### src/rtl/clock_seq_pkg.sv
// Shared types and sizing helpers for the clock enable sequencer.
// Holds the FSM state enum and the counter/index width functions.
package clock_seq_pkg;

  typedef enum logic [1:0] {
    IDLE,
    SETTLE_ON,
    SETTLE_OFF
  } seq_state_e;

  function automatic int unsigned cnt_width(input int unsigned n);
    return $clog2(n + 1);
  endfunction

  function automatic int unsigned idx_width(input int unsigned n);
    return (n > 1) ? $clog2(n) : 1;
  endfunction

endpackage

### src/rtl/clock_seq_rr_arbiter.sv
// Rotate-priority pick: first set bit of pend_i at or after ptr_i.
// Ports: pend_i, ptr_i in; gnt_o (one-hot), idx_o, vld_o out.
module clock_seq_rr_arbiter
  import clock_seq_pkg::*;
#(
  parameter int unsigned N = 4
) (
  input  logic [N-1:0]              pend_i,
  input  logic [idx_width(N)-1:0]   ptr_i,
  output logic [N-1:0]              gnt_o,
  output logic [idx_width(N)-1:0]   idx_o,
  output logic                      vld_o
);

  localparam int unsigned PW = idx_width(N);

  logic [PW-1:0] j;

  always_comb begin
    gnt_o = '0;
    idx_o = '0;
    vld_o = 1'b0;
    j     = '0;
    for (int unsigned i = 0; i < N; i++) begin
      j = PW'((32'(ptr_i) + i) % N);
      if (!vld_o && pend_i[j]) begin
        vld_o    = 1'b1;
        idx_o    = j;
        gnt_o[j] = 1'b1;
      end
    end
  end

endmodule

### src/rtl/clock_enable_sequencer.sv
// Sequences per-domain clock enables one transition at a time.
// Ports: clk_i, rst_ni, req_i in; en_o, ack_o, busy_o out;
// idle_i in only when CLKSEQ_IDLE_TIMEOUT_EN is defined.
module clock_enable_sequencer
  import clock_seq_pkg::*;
#(
  parameter int unsigned NUM_DOMAINS    = 4,
  parameter int unsigned SETTLE_CYCLES  = 8,
  parameter int unsigned TIMEOUT_CYCLES = 256
) (
  input  logic                   clk_i,
  input  logic                   rst_ni,
  input  logic [NUM_DOMAINS-1:0] req_i,
`ifdef CLKSEQ_IDLE_TIMEOUT_EN
  input  logic [NUM_DOMAINS-1:0] idle_i,
`endif
  output logic [NUM_DOMAINS-1:0] en_o,
  output logic [NUM_DOMAINS-1:0] ack_o,
  output logic                   busy_o
);

  localparam int unsigned CW = cnt_width(SETTLE_CYCLES);
  localparam int unsigned PW = idx_width(NUM_DOMAINS);

  seq_state_e             state_q, state_d;
  logic [CW-1:0]          cnt_q, cnt_d;
  logic [NUM_DOMAINS-1:0] en_q, en_d;
  logic [NUM_DOMAINS-1:0] ack_q, ack_d;
  logic [PW-1:0]          ptr_q, ptr_d;
  logic [PW-1:0]          cur_q, cur_d;

  logic [NUM_DOMAINS-1:0] eff_req;
  logic [NUM_DOMAINS-1:0] pend;
  logic [NUM_DOMAINS-1:0] gnt;
  logic [PW-1:0]          gnt_idx;
  logic                   gnt_vld;

`ifdef CLKSEQ_IDLE_TIMEOUT_EN
  localparam int unsigned TW = cnt_width(TIMEOUT_CYCLES);

  logic [NUM_DOMAINS-1:0][TW-1:0] idle_cnt_q, idle_cnt_d;
  logic [NUM_DOMAINS-1:0]         expired_q, expired_d;

  // Expired stays set after the turn-off clears the counter,
  // until the domain shows activity or drops its request.
  always_comb begin
    idle_cnt_d = idle_cnt_q;
    expired_d  = expired_q;
    for (int i = 0; i < NUM_DOMAINS; i++) begin
      if (!(ack_q[i] && idle_i[i])) begin
        idle_cnt_d[i] = '0;
      end else if (idle_cnt_q[i] != TW'(TIMEOUT_CYCLES)) begin
        idle_cnt_d[i] = idle_cnt_q[i] + 1'b1;
      end
      if (!idle_i[i] || !req_i[i]) begin
        expired_d[i] = 1'b0;
      end else if (idle_cnt_q[i] == TW'(TIMEOUT_CYCLES)) begin
        expired_d[i] = 1'b1;
      end
    end
  end

  always_ff @(posedge clk_i or negedge rst_ni) begin
    if (!rst_ni) begin
      idle_cnt_q <= '0;
      expired_q  <= '0;
    end else begin
      idle_cnt_q <= idle_cnt_d;
      expired_q  <= expired_d;
    end
  end

  assign eff_req = req_i & ~expired_q;
`else
  assign eff_req = req_i;
`endif

  assign pend = eff_req ^ ack_q;

  clock_seq_rr_arbiter #(
    .N (NUM_DOMAINS)
  ) u_arb (
    .pend_i (pend),
    .ptr_i  (ptr_q),
    .gnt_o  (gnt),
    .idx_o  (gnt_idx),
    .vld_o  (gnt_vld)
  );

  always_comb begin
    state_d = state_q;
    cnt_d   = cnt_q;
    en_d    = en_q;
    ack_d   = ack_q;
    ptr_d   = ptr_q;
    cur_d   = cur_q;
    unique case (state_q)
      IDLE: begin
        if (gnt_vld) begin
          cur_d = gnt_idx;
          cnt_d = CW'(SETTLE_CYCLES - 1);
          ptr_d = (gnt_idx == PW'(NUM_DOMAINS - 1)) ?
                  '0 : gnt_idx + 1'b1;
          // Turn-on raises en first; turn-off drops ack first.
          if (|(eff_req & gnt)) begin
            en_d    = en_q | gnt;
            state_d = SETTLE_ON;
          end else begin
            ack_d   = ack_q & ~gnt;
            state_d = SETTLE_OFF;
          end
        end
      end
      SETTLE_ON: begin
        if (cnt_q == '0) begin
          ack_d[cur_q] = 1'b1;
          state_d      = IDLE;
        end else begin
          cnt_d = cnt_q - 1'b1;
        end
      end
      SETTLE_OFF: begin
        if (cnt_q == '0) begin
          en_d[cur_q] = 1'b0;
          state_d     = IDLE;
        end else begin
          cnt_d = cnt_q - 1'b1;
        end
      end
      default: state_d = IDLE;
    endcase
  end

  always_ff @(posedge clk_i or negedge rst_ni) begin
    if (!rst_ni) begin
      state_q <= IDLE;
      cnt_q   <= '0;
      en_q    <= '0;
      ack_q   <= '0;
      ptr_q   <= '0;
      cur_q   <= '0;
    end else begin
      state_q <= state_d;
      cnt_q   <= cnt_d;
      en_q    <= en_d;
      ack_q   <= ack_d;
      ptr_q   <= ptr_d;
      cur_q   <= cur_d;
    end
  end

  assign en_o   = en_q;
  assign ack_o  = ack_q;
  assign busy_o = (state_q != IDLE);

endmodule

### config.mk
export PLATFORM = sky130hd
export DESIGN_NAME = clock_enable_sequencer
export DESIGN_NICKNAME = d
export VERILOG_FILES = /design/src/rtl/clock_seq_pkg.sv /design/src/rtl/clock_seq_rr_arbiter.sv /design/src/rtl/clock_enable_sequencer.sv
export SDC_FILE = /design/constraint.sdc
export NUM_CORES = 1
export LEC_CHECK = 0
export CELL_PAD_IN_SITES_DETAIL_PLACEMENT = 0
export CELL_PAD_IN_SITES_GLOBAL_PLACEMENT = 1
export CORE_MARGIN = 1.5
export CORE_UTILIZATION = 46
export DETAILED_ROUTE_END_ITERATION = 7
export PLACE_DENSITY = 0.85
export SYNTH_ARGS = -nofsm -noshare
export SYNTH_HDL_FRONTEND = slang
export SYNTH_SLANG_ARGS = --single-unit
export TNS_END_PERCENT = 30
### constraint.sdc
create_clock -name clk_i -period 9.2 [get_ports clk_i]
set_clock_uncertainty 0.15 [all_clocks]
set_input_delay 1.84 -clock clk_i [delete_from_list [all_inputs] [get_ports clk_i]]
set_output_delay 1.84 -clock clk_i [all_outputs]
set_load 0.05 [all_outputs]
==> results.md <==
- Max Buffers Root-to-Sink: 2
- Register bit total from synthesis: 18
- Max transition margin: 45.2%
- Main synth FF type: dfrtp_1
- First-pass GRT wire length: ~6.4 mm
- Setup crit start: req_i[2]
- Unrepaired setup endpoints after global routing: false
- Post-synth top area cell: dfrtp_1
- Leak: 0.672 nW
- Final Hold Vio Count: 0
- Area added between synthesis and finish: 13.5%
- Rows: 20
- Initial DRC Count: 146
- RD Place Congestion: 0.849
- CP Class: input port to flop
- Vias in the first global route: 1353
- Status: finished, final reports clean
- # resized after CTS: 0
- CP delay by family, top: compound AO/OA/AOI/OAI gates
- Fin crit share: 52.7%
- Die area: 3650 µm²
- Max-Cap Viols: 0
- Max-slew violation count: 0
- DR pass1 iterations: 4
- VDD IR max: 0.000190 V
- Clock root cell: clkbuf_4
- Clk Latency, worst-skew pair: about 0.29 ns
- Mapped Nets: 191
- Sequential share of the synthesized area: slightly below 30%
- Synthesized cell area: 1520 µm²
- IO Count: 15
- Ranking of synthesized cells by area: dfrtp_1 (30%), ha_1 (9.1%), o21ai_0 (4.3%)
- Post-CTS setup buffer count: 0
- Worst Hold Depth: 1
- ANT cells: 0
- Post-Syn Instances: 174
- Synth cell count leaders: dfrtp_1 (18), nand2_1 (13), o21ai_0 (13)
- Largest net degree at the start of global routing: 19
- Max stage delay on crit path: 0.49 ns
- Asr flop ratio synth: 100%
- Worst min path class: flop to flop
- Critical Path Fanout Max: 12
- DRC Markers: 0
- Worst R2R End: ack_o[1]
- Total CTS buffers: 3
- Setup TNS: 0 ns
- Crit-path slowest cell: clkdlybuf4s50_1
- Area occupied by multi-input gates: around 1000 µm²
- PnR Total Power: 0.696 mW
- Post-CTS Hold Buffers: 0
- Setup Viol. Count Final: 0
- Crit end category: flop
- Die Ht: 60.4 µm
- Max Clk Rate: 0.206 GHz
- Total Nets Final: a little over 200
- GR Util All Layers: between 20% and 30%
- Final min period: 4.85 ns
- Register area: between 400 and 500 µm²
- DPL Wire Length: 2.90 mm
- Yosys cell types: 39
- FILL cells: 318
- Hold EP: cnt_q[0]
- Worst r2r path cells: 10
- CP Cell Sequence: clkdlybuf4s50_1, xnor2_1, nor3_1, o21ai_0, a21oi_1, a211oi_2, o2111ai_2, o41ai_1, o21ai_0
- Critical path launch point type: input port
- Chip width: just over 60 µm
- Vias: 1409
- CP arrival: 4.86 ns
- CTS tree: done
- Post-synth EDFFs: 0
- Yosys warnings: 0
- Share of cells above drive strength 1: 7.49%
- Starting Density: roughly half
- Initial antenna violation count: 0
- Cell with the most instances after synthesis: dfrtp_1
- Total global routing overflow: 0
- Post-synth top area share: between 20% and 30%
- R2r setup slk: ~5.3 ns
- Crit-path most repeated cell: o21ai_0
- Post-detailed-route wirelength per cell: 16.0 µm
- Buf/Inv on CP: 1
- Avg Cell Area, Syn: 8.71 µm²
- Clk slew on worst S/H paths: around 0.10 ns
- Via density: ~6.1
- Final wirelength: between 3 and 4 mm
- Worst Tran Pin Value: 0.820 ns
- Clk sinks: 18
- Power per cell area: 405 nW/µm²
- Worst Path Required: 9.21 ns
- Port buffer count: 14
- H-tree depth: 1
- HP Start: cnt_q[0]
- Critical path depth: 9
- Final ANT Viol Nets: 0
- Core Box Area: ~3100 µm²
==> metrics by stage <==
step	instance area (µm²)	setup WS, ns	hold slack, ns	utilization [%]	instances
after floorplan	1520	5.09	0.353	-	174
after global placement	1680	4.13	0.369	54.2	227
after detailed placement	1680	4.12	0.386	54.2	227
after CTS	1720	4.41	0.409	55.4	231
after global routing	1720	4.09	0.441	55.4	231
final	1720	4.35	0.402	55.4	231
==> flip-flops by register name, indices dropped and copies added (netlist names), named ones only <==
name     count
cur_q        2
ack_o        4
ptr_q        1
state_q      2
en_o         4
cnt_q        4
==> worst register-to-register path, stage by stage (launching register included) <==
cell,delay (ns)
dfrtp_1,0.71
inv_2,0.22
ha_1,0.47
nor2b_1,0.18
a22o_1,0.28
a21oi_1,0.31
a21oi_1,0.12
a211oi_2,0.44
o2111ai_2,0.35
o41ai_1,0.40
o21ai_0,0.14
==> worst max path at each step <==
stage	endpoint
floorplan	ack_o[0]
global placement	ack_o[1]
detailed placement	ack_o[1]
CTS	ack_o[1]
global route	ack_o[1]
finish	ack_o[1]
==> kinds of logic (layout without fill, tap and decap cells) <==
logic type	after synthesis	after routing	synth area share [%]
flip-flops	18	18	29.7
buffers and inverters	17	30	4.79
XOR/XNOR	10	10	7.27
AO/OA/AOI/OAI	69	69	32.2
AND/OR/NAND/NOR	46	46	14.0
multiplexers	3	3	2.89
adder cells (fa/ha/maj)	11	11	9.08
==> placed cells by master, fill, tap and decap left out, drive strengths merged, types with 5 or more instances in the layout <==
master	count
o21a	7
o31ai	5
dfrtp	18
a211oi	6
nand2	14
o221ai	6
xor2	6
clkdlybuf4s50	14
a22o	5
inv	12
nor2	9
nand3	9
ha	11
a21oi	10
o21ai	16
nor3	8
==> power by group <==
part / internal, mW / switching, mW
registers: 0.105 / 0.0457
clock network: 0.0241 / 0.0240
logic: 0.175 / 0.321
==> per-layer routing <==
metal	global-route usage, %	vias up	part of all wire (%)
met1	31.9	674	45
met3	1.71	6	3.7
met4	6.67	0	1.3
li1	-	688	-
met5	0	-	0
met2	38.4	41	50
==> final cells by class <==
| cell class | count | share of cell area, % |
|---|---|---|
| inverters | 12 | 2.62 |
| repair buffers | 14 | 8.15 |
| clock buffers | 4 | 2.11 |
| well taps | 44 | 3.20 |
| flip-flops and latches | 18 | 26.2 |
| multi-input cells | 139 | 57.7 |
No activity file was read; power rests on OpenSTA's default activity.
